===== src/rtl/mem_bus_arbiter.sv =====
// Round-robin arbiter that shares the MMU request port among NUM_REQ requesters,
// with one outstanding transaction, a WAIT timeout and per-owner response routing.
module mem_bus_arbiter #(
  parameter int NUM_REQ        = 3,
  parameter int MEM_W          = 32,
  parameter int TIMEOUT_CYCLES = 1024
) (
  input  logic                       clk,
  input  logic                       rst,
  input  logic [NUM_REQ-1:0]         req_i,
  input  logic [NUM_REQ*32-1:0]      addr_i,
  input  logic [NUM_REQ-1:0]         we_i,
  input  logic [NUM_REQ*MEM_W/8-1:0] be_i,
  input  logic [NUM_REQ*MEM_W-1:0]   wdata_i,
  output logic [NUM_REQ-1:0]         gnt_o,
  output logic [NUM_REQ-1:0]         rvalid_o,
  output logic [NUM_REQ-1:0]         err_o,
  output logic [MEM_W-1:0]           rdata_o,
  output logic                       mem_req_o,
  output logic [31:0]                mem_addr_o,
  output logic                       mem_we_o,
  output logic [MEM_W/8-1:0]         mem_be_o,
  output logic [MEM_W-1:0]           mem_wdata_o,
  input  logic                       mem_rvalid_i,
  input  logic                       mem_err_i,
  input  logic [MEM_W-1:0]           mem_rdata_i,
  output logic                       busy_o,
  output logic [15:0]                timeout_cnt_o
);

  localparam int PTR_W = (NUM_REQ > 1) ? $clog2(NUM_REQ) : 1;
  localparam int CNT_W = $clog2(TIMEOUT_CYCLES);
  localparam int BE_W  = MEM_W / 8;
  localparam logic [CNT_W-1:0] CNT_LAST = CNT_W'(TIMEOUT_CYCLES - 1);

  typedef enum logic [1:0] {S_IDLE, S_ISSUE, S_WAIT, S_RESP} state_t;

  state_t           state, state_next;
  logic [PTR_W-1:0] rr_ptr, owner, win_idx, rr_next;
  logic             win_valid;
  logic [CNT_W-1:0] wait_cnt;
  logic             take_err, take_rvalid, take_timeout;

  // First requester at or above rr_ptr, wrapping modulo NUM_REQ.
  always_comb begin : rr_search
    logic [PTR_W-1:0] cand;
    win_valid = 1'b0;
    win_idx   = '0;
    cand      = '0;
    for (int i = 0; i < NUM_REQ; i++) begin
      cand = PTR_W'((int'(rr_ptr) + i) % NUM_REQ);
      if (!win_valid && req_i[cand]) begin
        win_valid = 1'b1;
        win_idx   = cand;
      end
    end
  end

  assign rr_next = (win_idx == PTR_W'(NUM_REQ - 1)) ? '0 : win_idx + 1'b1;
  assign busy_o  = (state != S_IDLE);

  always_comb begin
    // NOTE: every output of this block gets a default first, so no path can infer a latch.
    state_next   = state;
    gnt_o        = '0;
    take_err     = 1'b0;
    take_rvalid  = 1'b0;
    take_timeout = 1'b0;
    unique case (state)
      S_IDLE: begin
        if (win_valid) begin
          gnt_o[win_idx] = 1'b1;
          state_next     = S_ISSUE;
        end
      end
      S_ISSUE: state_next = S_WAIT;
      S_WAIT: begin
        // A response in the final counter cycle wins over the timeout.
        if (mem_err_i)                take_err     = 1'b1;
        else if (mem_rvalid_i)        take_rvalid  = 1'b1;
        else if (wait_cnt == CNT_LAST) take_timeout = 1'b1;
        if (take_err || take_rvalid || take_timeout) state_next = S_RESP;
      end
      S_RESP:  state_next = S_IDLE;
      default: state_next = S_IDLE;
    endcase
  end

  // NOTE: sequential state uses non-blocking assignments so every register sees pre-edge values.
  always_ff @(posedge clk) begin
    if (!rst) state <= S_IDLE;
    else      state <= state_next;
  end

  // NOTE: the datapath registers are reset too, since they drive outputs that must read 0 after reset.
  always_ff @(posedge clk) begin
    if (!rst) begin
      rr_ptr        <= '0;
      owner         <= '0;
      wait_cnt      <= '0;
      timeout_cnt_o <= '0;
      rvalid_o      <= '0;
      err_o         <= '0;
      rdata_o       <= '0;
      mem_req_o     <= 1'b0;
      mem_addr_o    <= '0;
      mem_we_o      <= 1'b0;
      mem_be_o      <= '0;
      mem_wdata_o   <= '0;
    end else begin
      mem_req_o <= 1'b0;
      unique case (state)
        S_IDLE: begin
          if (win_valid) begin
            mem_req_o   <= 1'b1;
            mem_addr_o  <= addr_i[int'(win_idx)*32 +: 32];
            mem_we_o    <= we_i[win_idx];
            mem_be_o    <= be_i[int'(win_idx)*BE_W +: BE_W];
            mem_wdata_o <= wdata_i[int'(win_idx)*MEM_W +: MEM_W];
            owner       <= win_idx;
            rr_ptr      <= rr_next;
          end
        end
        S_WAIT: begin
          wait_cnt <= wait_cnt + 1'b1;
          if (take_err || take_timeout) err_o[owner] <= 1'b1;
          if (take_rvalid) begin
            rvalid_o[owner] <= 1'b1;
            rdata_o         <= mem_rdata_i;
          end
          if (take_timeout && (timeout_cnt_o != 16'hFFFF))
            timeout_cnt_o <= timeout_cnt_o + 16'd1;
        end
        S_RESP: begin
          rvalid_o <= '0;
          err_o    <= '0;
          wait_cnt <= '0;
        end
        default: ;
      endcase
    end
  end

endmodule


===== config.mk =====
export PLATFORM = sky130hd
export DESIGN_NAME = mem_bus_arbiter
export DESIGN_NICKNAME = d
export VERILOG_FILES = /design/src/rtl/mem_bus_arbiter.sv
export SDC_FILE = /design/constraint.sdc
export NUM_CORES = 1
export LEC_CHECK = 0
export ABC_AREA = 1
export BUFFER_PORTS_ARGS = -buffer_cell sky130_fd_sc_hd__buf_2
export CELL_PAD_IN_SITES_DETAIL_PLACEMENT = 1
export CELL_PAD_IN_SITES_GLOBAL_PLACEMENT = 1
export CORE_AREA = 3 3 167 169
export DETAILED_ROUTE_END_ITERATION = 10
export DIE_AREA = 0 0 170 172
export GPL_ROUTABILITY_DRIVEN = 1
export PLACE_DENSITY = 0.82
export SLEW_MARGIN = 20
export SYNTH_ARGS = -nofsm -noshare
export SYNTH_HDL_FRONTEND = slang
export SYNTH_SLANG_ARGS = --single-unit

===== constraint.sdc =====
create_clock -name clk -period 2.4 [get_ports clk]
set_clock_uncertainty 0.1 [all_clocks]
set_input_delay 0.48 -clock clk [delete_from_list [all_inputs] [get_ports clk]]
set_output_delay 0.48 -clock clk [all_outputs]
set_load 0.03 [all_outputs]

=== After elaboration in Yosys (flattened, before gate mapping) ===
Index checks and enable logic that the tools add are counted.

* Register bits after elaboration: 140
* Bits of input ports: 246
* Output and inout port bits: 128
* Logic and storage cells: 105

* Add/sub/neg operators: 5
* Divide/modulo/power cells: 3
* Order comparisons: 7
* Eq/ne operators: 10
* Shift operators: 3
* Mux-type cells: 42
* Bitwise gates (word level): 2
* Reduce and logical (&&, ||, !) cells: 20

{| class="wikitable"
|+ Operator list
! kind !! number
|-
| $shiftx A96 B8 Y32 || 2
|-
| $mod A32 B3 Y32 const B || 2
|-
| $mod A3 B3 Y32 const B || 1
|-
| $mux W1 || 22
|-
| $pmux W10 S2 || 1
|-
| $add A16 B1 Y16 const B || 1
|-
| $ne A16 B16 Y1 const B || 1
|-
| $lt A2 B3 Y1 const B || 5
|-
| $reduce_and A2 Y1 || 7
|-
| $mux W2 || 6
|-
| $mux W3 || 4
|-
| $pmux W3 S2 || 2
|-
| $shiftx A12 B5 Y4 || 1
|-
| $add A10 B1 Y10 const B || 1
|-
| $eq A10 B10 Y1 const B || 1
|-
| $bmux W1 S2 || 4
|-
| $ne A2 B2 Y1 const B || 4
|-
| $pmux W2 S4 || 1
|-
| $eq A2 B2 Y1 const B || 3
|-
| $or A3 B3 Y3 || 2
|-
| $logic_and A1 B1 Y1 || 5
|-
| $demux W1 S2 || 2
|-
| $ge A2 B1 Y1 const B || 2
|-
| $reduce_bool A2 Y1 || 2
|-
| 7 further kinds || 10
|}

=== Logic depth before layout (Yosys ltp) ===
Gate-level depths: netlist of run 1.

* Word-level depth: 16
* Mapped depth: 16
* Mapped depth without buffers: 15

=== Least setup slack after synthesis of run 1 ===
Ideal clock, no wire load.

* Path type: reg-to-output
* Start: register rr_ptr[0]
* End: output port gnt_o[1]
* Arrival time: 2.042 ns
* Required time: 1.820 ns
* Slack: -0.222 ns
* Stages on the path, launching flop included: 11
* Path buffers: 1
* Cell sequence: dfxtp_1 -> inv_1 -> ha_1 -> o21ai_0 -> nand2_2 -> nand3_2 -> nand2_2 -> nand2_4 -> buf_4 -> nand2_1 -> nor2_1

* Cells in the longest elaborated chain, start to end: 16
* Elaborated cells between the ends (all ways): 28
* Those cells by class: add/sub: 2; div: 3; order compare: 2; mux: 16; reduce/logical: 5

{| class="wikitable"
|+ Ends and longest elaborated chain
! item !! line !! text
|-
| start: declaration || 39 || <nowiki>logic [PTR_W-1:0] rr_ptr, owner, win_idx, rr_next;</nowiki>
|-
| start signal: assignment || 121 || <nowiki>rr_ptr <= rr_next;</nowiki>
|-
| branches (longest 14 deep; another with $mod A32 B3 Y32) || n/a ||
|-
| $mux W3 (*) || 71 || <nowiki>if (win_valid) begin</nowiki>
|-
| $mux W3 (*) || 69 || <nowiki>unique case (state)</nowiki>
|-
| end: declaration || 15 || <nowiki>output logic [NUM_REQ-1:0] gnt_o,</nowiki>
|}

Every way passes the cells marked *. The select of a mux whose other input is x is not followed.

=== Worst setup path in the final report of run 1 ===
* Start: register rr_ptr[0]
* End: output port gnt_o[0]

The elaborated chain is that of the path after synthesis.

==> results by group, run 1 <==
Floorplanning
  – Top Ports: 374
  – Die area: 29200 um^2
  – Core area: 26700 um^2
  – Die X: 170 um
  – Site Rows: 60
  – Chip Height: 172 um
  – Starting density of the core: 30.5%

Clocking
  – Hold buffers post-CTS: 0
  – Clock sink total: 140
  – CTS Buf Count: 17
  – Clock transition at the registers of the reported paths: 0.07 ns
  – H-tree depth: 4
  – Clk root buf: clkbuf_16
  – Clock Latency Late Sink: 0.42 ns
  – CTS max path bufs: 2
  – CTS tree: built

Layout
  – FILL cells: 3641
  – Final instance area: 11600 um^2
  – Non-Filler Instances: 2070
  – Multi-input gate area: 4160 um^2
  – Nets: 1967
  – FF+latch area: 2810 um^2
  – P&R area growth vs syn: 42.4%
  – Fraction of layout cells with a size suffix above 1: 29.5%

Synthesis
  – Most instantiated library cell after synthesis: nand3_1
  – Adder-cell area share of the yosys netlist: 1.38%
  – Asr flop ratio synth: 0%
  – Synth Area in Simple Gates: 41.1%
  – Top post-synthesis cells by area: dfxtp_1 34%, nand3_1 18%, nor2_1 11%, inv_1 11%, nand2_1 9.3%
  – Mapped cell area: 8150 um^2
  – Flops & latches, synth: 140
  – Post-synth cell types: 31
  – Largest family of logic cells by synthesized area: simple AND/OR/NAND/NOR gates
  – Post-synth EDFFs: 0
  – Main flop type after synthesis: dfxtp_1
  – YS warnings: 0
  – Yosys top cell by area: dfxtp_1
  – Complex-gate fraction of the synthesized area: 5.42%
  – Post-synth top cells: 288 x nand3_1, 243 x nor2_1, 239 x inv_1, 201 x nand2_1, 140 x dfxtp_1
  – Syn Nets: 1597
  – Multiplexer share of the synthesized area: 0%
  – Synth Area per Inst: 6.08 um^2
  – Post-synthesis sequential area ratio: 34.4%
  – Synth Area in XOR/XNOR: 1.29%
  – Post-Synthesis Cells: 1342
  – Synth top area share: 34.4%

Global routing
  – Number of global-route vias before repair: 9979
  – First-pass GRT wire length: 51700 um
  – GRT Resource Usage Total: 21.9%
  – Initial antenna violation count: 5
  – Largest net degree at the start of global routing: 70
  – Total grt overflow: 0

Timing
  – Final worst slack: -0.329 ns
  – Crit share post-route: 114%
  – Post-layout min period: 2.73 ns
  – # setup viols final: 4
  – Fin. max-slew vios: 0
  – Fmax: 0.366 GHz
  – Max-slew headroom at the worst pin: 34.3%
  – Unrepaired setup endpoints after global routing: true
  – Measured slew at the worst slew-check pin: 0.985 ns
  – Final Hold Fails: 0

Placed design
  – Cell count after placement: 2009
  – Port bufs: 373
  – Placer Congestion: 0.837
  – Setup slack after placement: -0.0982 ns
  – Placed Area: 10400 um^2
  – Detailed Place HPWL: 24600 um

Detailed routing
  – Drt initial violations: 539
  – Via density: 4.87
  – Average wire per standard cell: 17.3 um
  – Drt pass-1 iters: 5
  – Via count: 10100
  – DRC Markers: 0
  – DRT antenna net count: 0
  – Post-Route WL: 35900 um

Pwr
  – Worst-case vdd ir drop: 0.000499 V
  – Leakage: 6.72 nW
  – P_int: 7.89 mW
  – Pwr Density: 1320 nW/um^2
  – Final Total Pwr: 15.3 mW
  – Clock power frac: 19.2%
  – Switching part of the total: 48.4%
  – Combinational power share: 59.5%
  – P_sw: 7.41 mW
  – Reg power frac: 21.3%

Setup path
  – Slowest CP cell: dfxtp_4
  – Worst EP required: 1.82 ns
  – Crit-path cells: inv_4 > ha_4 > inv_4 > nand2_2 > nand3_2 > nand2_4 > nand3_4 > inv_4 > nand2_1 > nand2_1 > nor2_2 > nand2_2 > inv_2 > buf_6
  – Reg2reg path depth: 20
  – Critical path class: reg -> out
  – CP most frequent cell: inv_4
  – Reg2reg start: rr_ptr[0]
  – Arr. time, crit path: 2.15 ns
  – Startpoint Class: flip-flop
  – Crit-path max FO: 6
  – Max stage delay on crit path: 0.38 ns
  – CP endpoint kind: output pin
  – Reg-to-reg critical path endpoint: rr_ptr[0]
  – Worst R2R Setup Slack: -0.26 ns

Min path
  – Hold Crit Depth: 3
  – Min-delay src: mem_rdata_i[1]
  – Hold EP: rdata_o[1]
  – Hold Crit Class: in -> reg

Run status
  – Status: finished with violations
  – Failing checks: setup timing

Run
  – Max-cap viol count: 0
[per-layer routing]
layer / global-route usage (%) / vias to the layer above / share of wire [%]
met5: 0 / - / 0.070
met4: 7.44 / 4 / 2.8
met3: 5.28 / 63 / 5.5
met2: 39.0 / 315 / 50
met1: 26.0 / 4783 / 41
li1: - / 4911 / -
[registers in the layout (all words and copies together), names as in the netlist, 2 cells and up]
name	count
state	2
rr_ptr	2
mem_be_o	4
mem_addr_o	32
rdata_o	32
mem_wdata_o	32
err_o	3
timeout_cnt_o	16
wait_cnt	10
owner	2
rvalid_o	3
[final cells by class]
cell class / instances / area share [%]
sequential: 140 / 24.2
inverter: 248 / 8.15
clock buffer: 17 / 3.66
multi-input combinational: 875 / 35.8
clock inverter: 15 / 1.90
antenna: 4 / 0.0862
tap: 341 / 3.68
timing repair buffer: 430 / 22.5
[cell usage in the layout, fill, tap and decap left out, types with 3 or more instances in the layout]
cell	synthesis	layout
dfxtp_1	140	138
nor2_1	243	238
ha_1	9	6
clkbuf_16	0	24
inv_4	0	4
inv_8	0	4
nand2_2	5	7
o21ai_0	51	50
xor2_1	9	9
a21oi_1	29	27
buf_2	34	370
diode_2	0	4
buf_6	3	7
nand2_1	201	193
buf_12	0	6
buf_16	0	4
nor3_1	14	13
bufinv_16	0	3
buf_4	12	35
nor2_4	0	3
nand2_4	2	8
inv_1	239	236
inv_6	0	6
inv_2	9	7
nand3_1	288	287
xnor2_1	3	3
nand4_1	7	7
[worst max path at each step]
stage                     to  depth (start not counted)      start
floorplan           gnt_o[1]                         13  rr_ptr[0]
global placement    gnt_o[1]                         13  rr_ptr[0]
detailed placement  gnt_o[1]                         13  rr_ptr[0]
CTS                 gnt_o[1]                         11  rr_ptr[0]
global route        gnt_o[0]                         14  rr_ptr[0]
finish              gnt_o[0]                         14  rr_ptr[0]
[logic make-up (layout without fill, tap and decap cells)]
logic type,count (synthesis),in the layout
compound gates,86,86
flops,140,140
buf+inv,327,710
fa+ha+maj,9,9
xor+xnor,12,12
other cells,0,4
simple gates,768,768
[per-stage QoR]
step                      utilization (%)  hold WS, ns  TNS, ns
after floorplan                         -        0.343        0
after global placement               39.0        0.359  -0.0203
after detailed placement             39.0        0.365   -0.129
after CTS                            42.3        0.163    -1.00
after global routing                 43.4        0.167    -1.81
final                                43.4        0.185    -1.24
[critical path, delay by kind of cell (launching register included)]
family,cells,cell delay (ns)
adder cells (fa/ha/maj),1,0.34
buffers and inverters,5,0.35
flip-flops,1,0.38
AND/OR/NAND/NOR,8,0.65
[what timing repair did]
action,4_1_cts,5_1_grt
resized for setup,37,14
pin swaps,17,10
setup endpoints to repair,5,46
cloned,0,11
setup buffers,14,1
[power by group through the flow]
stage,registers [mW],clock network [mW],logic [mW]
finish,3.25,2.93,9.11
global route,3.32,3.11,10.0
CTS,3.25,3.00,8.43
detailed placement,3.29,0,7.99
global placement,3.26,0,7.82
floorplan,4.28,0,4.51
(Power assumes the default switching activity.)
==> run 2, diff against run 1 <==
--- a/config.mk
+++ b/config.mk
@@ -9,11 +9,11 @@
 export BUFFER_PORTS_ARGS = -buffer_cell sky130_fd_sc_hd__buf_2
 export CELL_PAD_IN_SITES_DETAIL_PLACEMENT = 1
 export CELL_PAD_IN_SITES_GLOBAL_PLACEMENT = 1
-export CORE_AREA = 3 3 167 169
+export CORE_AREA = 3 3 175 177
 export DETAILED_ROUTE_END_ITERATION = 10
-export DIE_AREA = 0 0 170 172
+export DIE_AREA = 0 0 178 180
 export GPL_ROUTABILITY_DRIVEN = 1
-export PLACE_DENSITY = 0.82
+export PLACE_DENSITY = 0.78
 export SLEW_MARGIN = 20
 export SYNTH_ARGS = -nofsm -noshare
 export SYNTH_HDL_FRONTEND = slang
==> constraint.sdc (replaced) <==
create_clock -name clk -period 2.3 [get_ports clk]
set_clock_uncertainty 0.1 [all_clocks]
set_input_delay 0.46 -clock clk [delete_from_list [all_inputs] [get_ports clk]]
set_output_delay 0.46 -clock clk [all_outputs]
set_load 0.03 [all_outputs]
==> results by group, run 2 (synthesis results as in run 1) <==
Floorplanning
  – Top Ports: 374
  – Core area: 29400 um^2
  – Chip Height: 180 um
  – Starting density of the core: 27.7%
  – Die area: 32000 um^2
  – Die X: 178 um
  – Site Rows: 63

Timing
  – Unrepaired setup endpoints after global routing: true
  – Fin. max-slew vios: 0
  – Crit share post-route: 117%
  – Fmax: 0.373 GHz
  – Final Hold Fails: 0
  – Final worst slack: -0.382 ns
  – Measured slew at the worst slew-check pin: 0.471 ns
  – Max-slew headroom at the worst pin: 68.6%
  – Post-layout min period: 2.68 ns
  – # setup viols final: 8

Layout
  – Commonest cells after routing, fill and taps aside: 370 x buf_2, 279 x nand3_1, 237 x nor2_1
  – Biggest regs: mem_addr_o: 32 flops, mem_wdata_o: 32 flops, rdata_o: 32 flops
  – Nets: 1978
  – Commonest non-fill, non-tap cell in the layout: buf_2
  – Final instance area: 11800 um^2
  – FILL cells: 4013
  – Non-Filler Instances: 2129
  – P&R area growth vs syn: 44.1%
  – Util after Layout: 40.0%
  – Fraction of layout cells with a size suffix above 1: 30.5%

Run status
  – Failing checks: setup timing
  – Status: finished with violations

Placed design
  – Placer Congestion: 0.875
  – Detailed Place HPWL: 26100 um
  – Port bufs: 373
  – Placed Area: 10700 um^2
  – Cell count after placement: 2075

Pwr
  – Leakage: 6.77 nW
  – P_sw: 7.66 mW
  – Reg power frac: 21.6%
  – Pwr Density: 1340 nW/um^2
  – P_int: 8.15 mW
  – Switching part of the total: 48.5%
  – Combinational power share: 59.7%
  – Clock power frac: 18.7%
  – Worst-case vdd ir drop: 0.000611 V

Clocking
  – Clock transition at the registers of the reported paths: 0.08 ns
  – Clock sink total: 140
  – H-tree depth: 4
  – Hold buffers post-CTS: 0
  – CTS tree: built
  – Clock Latency Late Sink: 0.42 ns
  – Clk root buf: clkbuf_16
  – CTS max path bufs: 2
  – CTS Buf Count: 17

Setup path
  – Reg2reg start: rr_ptr[0]
  – Arr. time, crit path: 2.12 ns
  – Crit path from: rr_ptr[0]
  – Critical path class: reg -> out
  – Worst R2R Setup Slack: -0.02 ns
  – Reg-to-reg critical path endpoint: mem_wdata_o[7]
  – Reg2reg path depth: 16
  – Crit-path max FO: 6
  – CP Capture Point: gnt_o[0]
  – Startpoint Class: flip-flop
  – CP endpoint kind: output pin
  – Worst EP required: 1.74 ns

Detailed routing
  – DRC Markers: 0
  – Post-Route WL: 35700 um
  – Drt initial violations: 458
  – Via count: 9976
  – Via density: 4.69
  – Average wire per standard cell: 16.8 um
  – Drt pass-1 iters: 4
  – DRT antenna net count: 0

Global routing
  – Largest net degree at the start of global routing: 70
  – First-pass GRT wire length: 53500 um
  – GRT Resource Usage Total: 20.9%
  – Number of global-route vias before repair: 10100
  – Initial antenna violation count: 8
  – Total grt overflow: 0

Run
  – Max-cap viol count: 0

Min path
  – Hold Crit Class: in -> reg
[run 2: cell types whose count changed in the layout (fill, tap and decap cells not counted), sizes merged]
cell,delta
buf,+15
clkbuf,-4
clkinvlp,+2
bufinv,-1
clkinv,-1
diode,-1
[run 2: repair_timing]
| action | 4_1_cts | 5_1_grt |
|---|---|---|
| setup endpoints to repair | 69 | 84 |
| gates cloned | 0 | 4 |
| gates resized for setup | 34 | 33 |
| pin swaps | 13 | 7 |
| setup buffers | 7 | 8 |
[run 2: worst min path at each step]
stage	start	end	cells past startpoint
final	mem_rdata_i[13]	rdata_o[13]	3
after global routing	mem_rdata_i[8]	rdata_o[8]	3
after CTS	mem_rdata_i[13]	rdata_o[13]	3
after detailed placement	rvalid_o[0]	rvalid_o[0]	2
after global placement	err_o[2]	err_o[2]	2
after floorplan	wait_cnt[3]	wait_cnt[3]	1
[run 2: power by group through the flow]
| stage | combinational, mW | sequential [mW] | clock [mW] |
|---|---|---|---|
| 2_1_floorplan | 4.72 | 4.47 | 0 |
| 3_3_place_gp | 8.57 | 3.43 | 0 |
| 3_5_place_dp | 8.80 | 3.45 | 0 |
| 4_1_cts | 9.09 | 3.41 | 3.02 |
| 5_1_grt | 10.4 | 3.49 | 3.15 |
| 6_report | 9.43 | 3.42 | 2.95 |
[run 2: through the flow]
step,setup slack [ns],total power [mW],TNS [ns],hold WS [ns]
floorplan,-0.0358,9.19,-0.0697,0.343
global placement,-0.0391,12.0,-0.0667,0.356
detailed placement,-0.155,12.2,-3.53,0.360
CTS,-0.342,15.5,-0.973,0.138
global route,-0.534,17.1,-9.69,0.144
finish,-0.382,15.8,-1.12,0.159
[run 2: final cells by class]
type | instances | area [um^2] | area share [%]
inverter | 248 | 945 | 8.04
clock buffer | 17 | 425 | 3.62
antenna | 3 | 7.51 | 0.0639
sequential | 140 | 2810 | 23.9
clock inverter | 15 | 189 | 1.61
tap | 390 | 488 | 4.15
timing repair buffer | 441 | 2680 | 22.8
multi-input combinational | 875 | 4210 | 35.8
[run 2: critical path: stages, from the launching register on]
cell and delay [ns]:
dfxtp_4 0.39, inv_4 0.05, ha_4 0.27, nor2_1 0.12, nand2_1 0.09, buf_4 0.14, nand4_1 0.14, nand2_2 0.10
nor2_4 0.14, nand2_2 0.07, inv_2 0.07, buf_6 0.12
[run 2: metal layers]
| metal | GRT usage (%) | wire length, um | vias up | part of all wire (%) |
|---|---|---|---|---|
| li1 | - | - | 4923 | - |
| met1 | 25.3 | 14800 | 4744 | 42 |
| met2 | 37.0 | 18400 | 248 | 52 |
| met3 | 4.16 | 1620 | 53 | 4.5 |
| met4 | 6.60 | 793 | 8 | 2.2 |
| met5 | 0 | 61 | - | 0.17 |
